## config.mk

```make
export PLATFORM = sky130hd
export DESIGN_NAME = mac_vlg_tx_arb
export DESIGN_NICKNAME = d
export VERILOG_FILES = /design/src/rtl/mac_vlg_pkg.sv /design/src/rtl/mac_vlg_rr_arb.sv /design/src/rtl/mac_vlg_tx_arb.sv
export SDC_FILE = /design/constraint.sdc
export NUM_CORES = 1
export LEC_CHECK = 0
export CORE_ASPECT_RATIO = 0.75
export CORE_UTILIZATION = 45
export DETAILED_ROUTE_END_ITERATION = 7
export PLACE_DENSITY = 0.77
export SLEW_MARGIN = 20
export SYNTH_ARGS = -nofsm -noshare
export SYNTH_HDL_FRONTEND = slang
export SYNTH_SLANG_ARGS = --single-unit
```

## constraint.sdc

```tcl
create_clock -name clk -period 3.01 [get_ports clk]
set_input_delay 0.903 -clock clk [delete_from_list [all_inputs] [get_ports clk]]
set_output_delay 0.903 -clock clk [all_outputs]
set_load 0.005 [all_outputs]
```

## src/rtl/mac_vlg_pkg.sv

```systemverilog
// Shared types and defaults for the MAC TX frame arbiter.
package mac_vlg_pkg;

  localparam int unsigned IFG_TICKS_DEF = 12;
  localparam int unsigned MAX_LEN_DEF   = 1518;

  typedef enum logic [1:0] {
    IDLE  = 2'd0,
    XFER  = 2'd1,
    DRAIN = 2'd2,
    IFG   = 2'd3
  } arb_state_t;

  // $clog2 with a floor of one bit, so single-value fields still get a wire.
  function automatic int unsigned clog2_min1(input int unsigned v);
    return (v > 1) ? $clog2(v) : 1;
  endfunction

endpackage

```

## src/rtl/mac_vlg_rr_arb.sv

```systemverilog
// Combinational N-way picker: round-robin after ptr (MODE 0) or lowest index (MODE 1).
module mac_vlg_rr_arb
  import mac_vlg_pkg::*;
#(
  parameter int unsigned N_CH = 4,
  parameter int unsigned MODE = 0,
  localparam int unsigned CH_W = clog2_min1(N_CH)
) (
  input  logic [N_CH-1:0] req,
  input  logic [CH_W-1:0] ptr,
  output logic [CH_W-1:0] gnt,
  output logic            any
);

  logic        found;
  int unsigned idx;

  // Walk the candidates in priority order and keep the first requester.
  always_comb begin
    gnt   = '0;
    found = 1'b0;
    idx   = 0;
    for (int unsigned k = 0; k < N_CH; k++) begin
      if (MODE == 0) idx = (32'(ptr) + 32'(k) + 32'd1) % N_CH;
      else           idx = k;
      if (!found && req[CH_W'(idx)]) begin
        found = 1'b1;
        gnt   = CH_W'(idx);
      end
    end
  end

  assign any = |req;

endmodule

```

## src/rtl/mac_vlg_tx_arb.sv

```systemverilog
// Whole-frame arbiter: multiplexes N byte-stream sources onto one MAC TX stream
// with inter-frame gap and maximum-length truncation.
module mac_vlg_tx_arb
  import mac_vlg_pkg::*;
#(
  parameter int unsigned N_CH      = 4,
  parameter int unsigned W         = 8,
  parameter int unsigned IFG_TICKS = IFG_TICKS_DEF,
  parameter int unsigned MAX_LEN   = MAX_LEN_DEF,
  parameter int unsigned MODE      = 0,
  localparam int unsigned CH_W     = clog2_min1(N_CH)
) (
  input  logic              clk,
  input  logic              rst,
  input  logic [N_CH*W-1:0] in_dat,
  input  logic [N_CH-1:0]   in_val,
  input  logic [N_CH-1:0]   in_sof,
  input  logic [N_CH-1:0]   in_eof,
  output logic [N_CH-1:0]   in_rdy,
  output logic [W-1:0]      out_dat,
  output logic              out_val,
  output logic              out_sof,
  output logic              out_eof,
  input  logic              out_rdy,
  output logic [CH_W-1:0]   out_ch,
  output logic              busy,
  output logic              err_len
);

  localparam int unsigned LEN_W = clog2_min1(MAX_LEN + 1);
  localparam int unsigned IFG_W = clog2_min1(IFG_TICKS + 1);
  localparam logic [LEN_W-1:0] LEN_MAX  = LEN_W'(MAX_LEN);
  localparam logic [LEN_W-1:0] LEN_LAST = LEN_W'(MAX_LEN - 1);
  localparam logic [IFG_W-1:0] IFG_LAST = IFG_W'(IFG_TICKS - 1);
  localparam arb_state_t POST_FRAME = (IFG_TICKS == 0) ? IDLE : IFG;

  arb_state_t        state_q, state_d;
  logic [CH_W-1:0]   grant_q, grant_d;
  logic [CH_W-1:0]   ptr_q, ptr_d;
  logic [LEN_W-1:0]  len_q, len_d;
  logic [IFG_W-1:0]  ifg_q, ifg_d;
  logic              err_q, err_d;

  logic [N_CH-1:0]   req;
  logic [CH_W-1:0]   pick;
  logic              any_req;
  logic [N_CH-1:0]   gnt_oh;
  logic [W-1:0]      dat_arr [N_CH];
  logic [W-1:0]      g_dat;
  logic              g_val, g_sof, g_eof;

  assign req = in_val & in_sof;

  mac_vlg_rr_arb #(
    .N_CH (N_CH),
    .MODE (MODE)
  ) u_pick (
    .req (req),
    .ptr (ptr_q),
    .gnt (pick),
    .any (any_req)
  );

  // Split the flat data bus into per-channel lanes.
  for (genvar i = 0; i < int'(N_CH); i++) begin : g_lane
    assign dat_arr[i] = in_dat[i*W +: W];
  end

  // Signals of the currently granted channel.
  assign gnt_oh = N_CH'(1) << grant_q;
  assign g_dat  = dat_arr[grant_q];
  assign g_val  = in_val[grant_q];
  assign g_sof  = in_sof[grant_q];
  assign g_eof  = in_eof[grant_q];

  // Next-state, counters and combinational stream outputs.
  always_comb begin
    state_d = state_q;
    grant_d = grant_q;
    ptr_d   = ptr_q;
    len_d   = len_q;
    ifg_d   = ifg_q;
    err_d   = 1'b0;
    in_rdy  = '0;
    out_dat = '0;
    out_val = 1'b0;
    out_sof = 1'b0;
    out_eof = 1'b0;
    unique case (state_q)
      IDLE: begin
        // Stray mid-frame beats are flushed while nobody owns the output.
        in_rdy = in_val & ~in_sof;
        if (any_req) begin
          grant_d = pick;
          ptr_d   = pick;
          len_d   = '0;
          state_d = XFER;
        end
      end
      XFER: begin
        out_dat = g_dat;
        out_val = g_val;
        out_sof = g_sof;
        out_eof = g_eof | (len_q == LEN_LAST);
        in_rdy  = out_rdy ? gnt_oh : '0;
        if (g_val && out_rdy) begin
          if (len_q != LEN_MAX) len_d = len_q + LEN_W'(1);
          if (g_eof) begin
            ifg_d   = '0;
            state_d = POST_FRAME;
          end else if (len_q == LEN_LAST) begin
            err_d   = 1'b1;
            state_d = DRAIN;
          end
        end
      end
      DRAIN: begin
        // Swallow the over-long tail of a truncated frame.
        in_rdy = gnt_oh;
        if (g_val && g_eof) begin
          ifg_d   = '0;
          state_d = POST_FRAME;
        end
      end
      IFG: begin
        if (ifg_q == IFG_LAST) state_d = IDLE;
        else                   ifg_d   = ifg_q + IFG_W'(1);
      end
      default: state_d = IDLE;
    endcase
    if (!rst) in_rdy = '0;
  end

  // State and counter registers.
  always_ff @(posedge clk or negedge rst) begin
    if (!rst) begin
      state_q <= IDLE;
      grant_q <= '0;
      ptr_q   <= CH_W'(N_CH - 1);
      len_q   <= '0;
      ifg_q   <= '0;
      err_q   <= 1'b0;
    end else begin
      state_q <= state_d;
      grant_q <= grant_d;
      ptr_q   <= ptr_d;
      len_q   <= len_d;
      ifg_q   <= ifg_d;
      err_q   <= err_d;
    end
  end

  assign out_ch  = grant_q;
  assign busy    = (state_q != IDLE);
  assign err_len = err_q;

endmodule

```

==> impl.org <==
** Placement
- At the end of routability-driven placement, the weighted congestion stood at 0.883.
- Post-placement setup slack :: -0.305 ns
- Post-DP HPWL :: 4.02 mm
- Post-placement cell count :: about 340
- Buffers on Ports :: 65

** STA
- Tcrit/Tclk final :: 0.985
- After layout, the minimum clock period comes to approximately 3.0 ns.
- Final Hold Fails :: 0
- Max-slew violation total from the final report :: 0
- Highest clock rate :: around 340 MHz
- Max-slew headroom :: 0.697
- Setup slack of the critical path after layout :: about 0.045 ns
- Setup repair after global routing left no endpoint under its margin.
- Setup violations remaining at the end of the flow were counted as 0.
- On the final layout, the worst clock skew is approximately 0.0054 ns.
- Slew at the pin closest to its max-slew limit :: between 0.4 and 0.5 ns

** Detailed routing
- After detailed routing, the total wire length is roughly 5.4 mm.
- The first TritonRoute pass finished after 4 iterations.
- The routed layout has around 1,900 vias.
- Via-per-instance ratio :: between 5 and 6
- Per-cell routed wire length :: approximately 16 um
- DRT antenna net count :: 0
- After detailed routing, the number of remaining DRC violations is 0.
- DR iter-0 viols :: 80

** Logic synthesis
- In the synthesized netlist, the number of instances is slightly above 200.
- Share of synthesized registers carrying an async set or reset :: 1.00
- Mean instance size in the synthesized netlist :: between 9 and 10 sq um
- The synthesized netlist occupies a cell area of around 1900 sq um.
- Nets in the synthesized netlist :: about 260
- In this run, synthesis inferred 0 flip-flops with an integrated enable.
- For this run, the leading register cell type out of synthesis is dfrtp_1.
- For this run, the number of Yosys warnings is 0.
- Share of the yosys chip area belonging to registers :: 0.297
- FF+latch count, synth :: 22
- The netlist uses 48 different library cells.

** Floorplanning
- Overall die area :: 4400 sq um
- For this configuration, the core starts out at a cell density of 0.489.
- DIE WIDTH :: approximately 76 um
- For this design the top-level I/O count stands at 66.
- Die H :: around 58 um
- Count of standard-cell rows :: 19
- The core region is about 3800 sq um.

** Global route
- Initial antenna violation count :: 0
- In the global route stage, overall resource usage came out at 0.258.
- Summed over all layers, the global routing overflow is 0.
- Pin count of the biggest net entering global routing :: 23
- Number of global-route vias before repair :: around 1,800
- The first global-routing pass estimated approximately 9 mm of wire.

** Setup path
- Walking the worst path, the cells encountered are clkdlybuf4s50_1 > mux4_2 > and2_1 > buf_2.
- The most critical setup path has its endpoint at out_dat[1].
- Critical path start-end classification :: in -> out
- Critical path arrival :: 2.06 ns
- Launching instance or port of the critical path :: in_dat[25]
- Worst reg2reg path startpoint :: out_ch[1]$_DFFE_PN0P_
- Worst Setup End Kind :: output pin
- Buffers & Inverters on Critical Path :: 2
- Reg-to-reg critical path endpoint :: ifg_q[0]$_DFFE_PN0P_
- For this run, the slowest stage of the critical path takes 0.49 ns.
- Among all stages on the critical path, the largest delay is contributed by mux4_2.
- Setup slack of the most critical reg-to-reg path :: between 0.3 and 0.4 ns
- CP max FO :: 1
- Counting buffers and inverters, the worst setup path is 4 cells deep.
- Worst Path Required :: ~2.1 ns
- STA classifies the critical path startpoint as an input port.
- R2r worst-path depth :: 13
- Grouping stages by cell kind, the critical path spends the most delay in buffers and inverters.

** Power
- Across the VDD grid, the largest voltage drop is about 0.00085 V.
- The share of total power dissipated in combinational logic is 0.641.
- Summed over all nets, the switching power comes to 0.887 mW.
- Of the total power, the clock network draws 0.128.
- For this design the ratio of total power to cell area is slightly below 800 nW/um^2.
- Of the total power, the share spent switching nets is 0.396.
- Leakage :: between 1 and 1.5 nW
- The internal portion of the total power is roughly 1.4 mW.
- Of the total power, registers draw 0.232.

** Clocking
- Total CTS buffers :: 3
- No sink is reached through more buffers than the 2 on the longest clock path.
- Clock tree sinks :: 22
- Clock-pin slew was measured on the worst setup and hold paths at 0.08 ns.
- At the later pin of the worst-skew pair, clock insertion delay measures approximately 0.27 ns.
- Number of levels the H-tree was split into :: 1
- After clock tree synthesis, the flow added hold-fix buffers numbering 0.
- Clock tree synthesis selected as its root buffer the cell clkbuf_8.
- TritonCTS built the clock tree.

** Final layout
- Most frequent cells in the layout :: clkdlybuf4s50_1 (37), buf_4 (33), nand2_1 (25)
- Final antenna diode count :: 0
- P&R area growth vs syn :: 52.9%
- Fin cells :: between 300 and 400
- The final layout contains between 300 and 400 nets.
- Of the cells placed in the final design, the portion with a size suffix greater than 1 is 0.254.
- Leaving out fill and tap cells, the most frequent cell in the layout is clkdlybuf4s50_1.

** Hold path
- The worst hold path begins at ptr_q[0]$_DFFE_PN1P_.
- In this run the worst hold path is classified as reg -> reg.

** Status
- The flow ran to the end, and the final reports show no timing, DRC or antenna violations.

** Run
- Max-capacitance violation count :: 0
==> cell usage after synthesis, types with 3 or more instances <==
master,instances,area [sq um]
mux2i_1,5,50.1
nor3_1,6,30.0
inv_1,12,45.0
mux4_2,10,225
mux2_2,3,33.8
dfrtp_1,20,500
nor2_1,20,75.1
a21oi_1,4,20.0
a22oi_1,3,22.5
and2_1,13,81.3
and4_1,3,26.3
ha_1,8,100
nor2b_1,5,31.3
nand4_1,4,25.0
clkbuf_1,6,22.5
nand3_1,9,45.0
nand2_1,25,93.8
xor2_1,6,52.6
o21ai_0,6,30.0
==> what timing repair did <==
item | 4_1_cts | 5_1_grt
endpoints found under the hold margin | 0 | 0
buffers inserted | 7 | 3
resized for setup | 49 | 20
pin swaps | 8 | 3
setup endpoints to repair | 15 | 11
gates cloned | 0 | 0
==> per-stage QoR <==
step                       util  power [mW]  TNS [ns]  hold slack, ns  area (sq um)
after detailed placement  0.713        1.80     -4.03           0.510          2710
final                     0.748        2.24         0           0.532          2850
after CTS                 0.743        2.17    -0.207           0.527          2830
after global routing      0.748        2.39         0           0.566          2850
after floorplan               -        1.29         0           0.497          1860
after global placement    0.713        1.78     -3.81           0.508          2710
==> routing by layer <==
| metal | global-route usage | vias up | share of wire |
|---|---|---|---|
| met4 | 0.0522 | 0 | 0.0035 |
| met3 | 0.0535 | 4 | 0.046 |
| met5 | 0 | - | 0 |
| li1 | - | 932 | - |
| met1 | 0.347 | 937 | 0.45 |
| met2 | 0.439 | 45 | 0.50 |
==> cell families after synthesis <==
logic type      count (synthesis)  synth area share
mux                            18             0.166
buf+inv                        21            0.0471
compound gates                 33             0.127
flops                          22             0.297
fa+ha+maj                      10            0.0646
simple gates                   95             0.265
xor+xnor                        7            0.0330
==> tightest hold or removal path: cells and delay by family, from the launching register on <==
family	cells	cell delay [ns]
and+or+nand+nor	2	0.12
DFF	1	0.42
==> power by group through the flow <==
stage	clock (mW)	sequential, mW	combinational [mW]
after CTS	0.285	0.511	1.37
final	0.286	0.518	1.43
after detailed placement	0	0.517	1.29
after floorplan	0	0.434	0.856
after global routing	0.298	0.534	1.56
after global placement	0	0.513	1.27
==> flip-flops by register name (all words and copies together) (netlist names) <==
name and cells:
len_q 11, ifg_q 4, out_ch 2, ptr_q 2, state_q 2, err_len 1
==> how the worst min path moves through the flow <==
| stage | slack [ns] | end | cells after the start |
|---|---|---|---|
| 2_1_floorplan | 0.50 | len_q[10]$_DFFE_PN0P_ | 2 |
| 3_3_place_gp | 0.51 | ptr_q[0]$_DFFE_PN1P_ | 2 |
| 3_5_place_dp | 0.51 | ptr_q[0]$_DFFE_PN1P_ | 2 |
| 4_1_cts | 0.53 | ptr_q[0]$_DFFE_PN1P_ | 2 |
| 5_1_grt | 0.57 | ptr_q[0]$_DFFE_PN1P_ | 2 |
| 6_report | 0.53 | ptr_q[0]$_DFFE_PN1P_ | 2 |
==> final cells by class <==
class / instances / area (sq um)
Multi-Input combinational cell: 163 / 1260
Fill cell: 294 / 958
Timing Repair Buffer: 98 / 848
Sequential cell: 22 / 554
Tap cell: 52 / 65.1
Inverter: 12 / 45.0
Clock buffer: 3 / 41.3
Clock inverter: 1 / 30.0
Power figures use the tool's default switching activity.
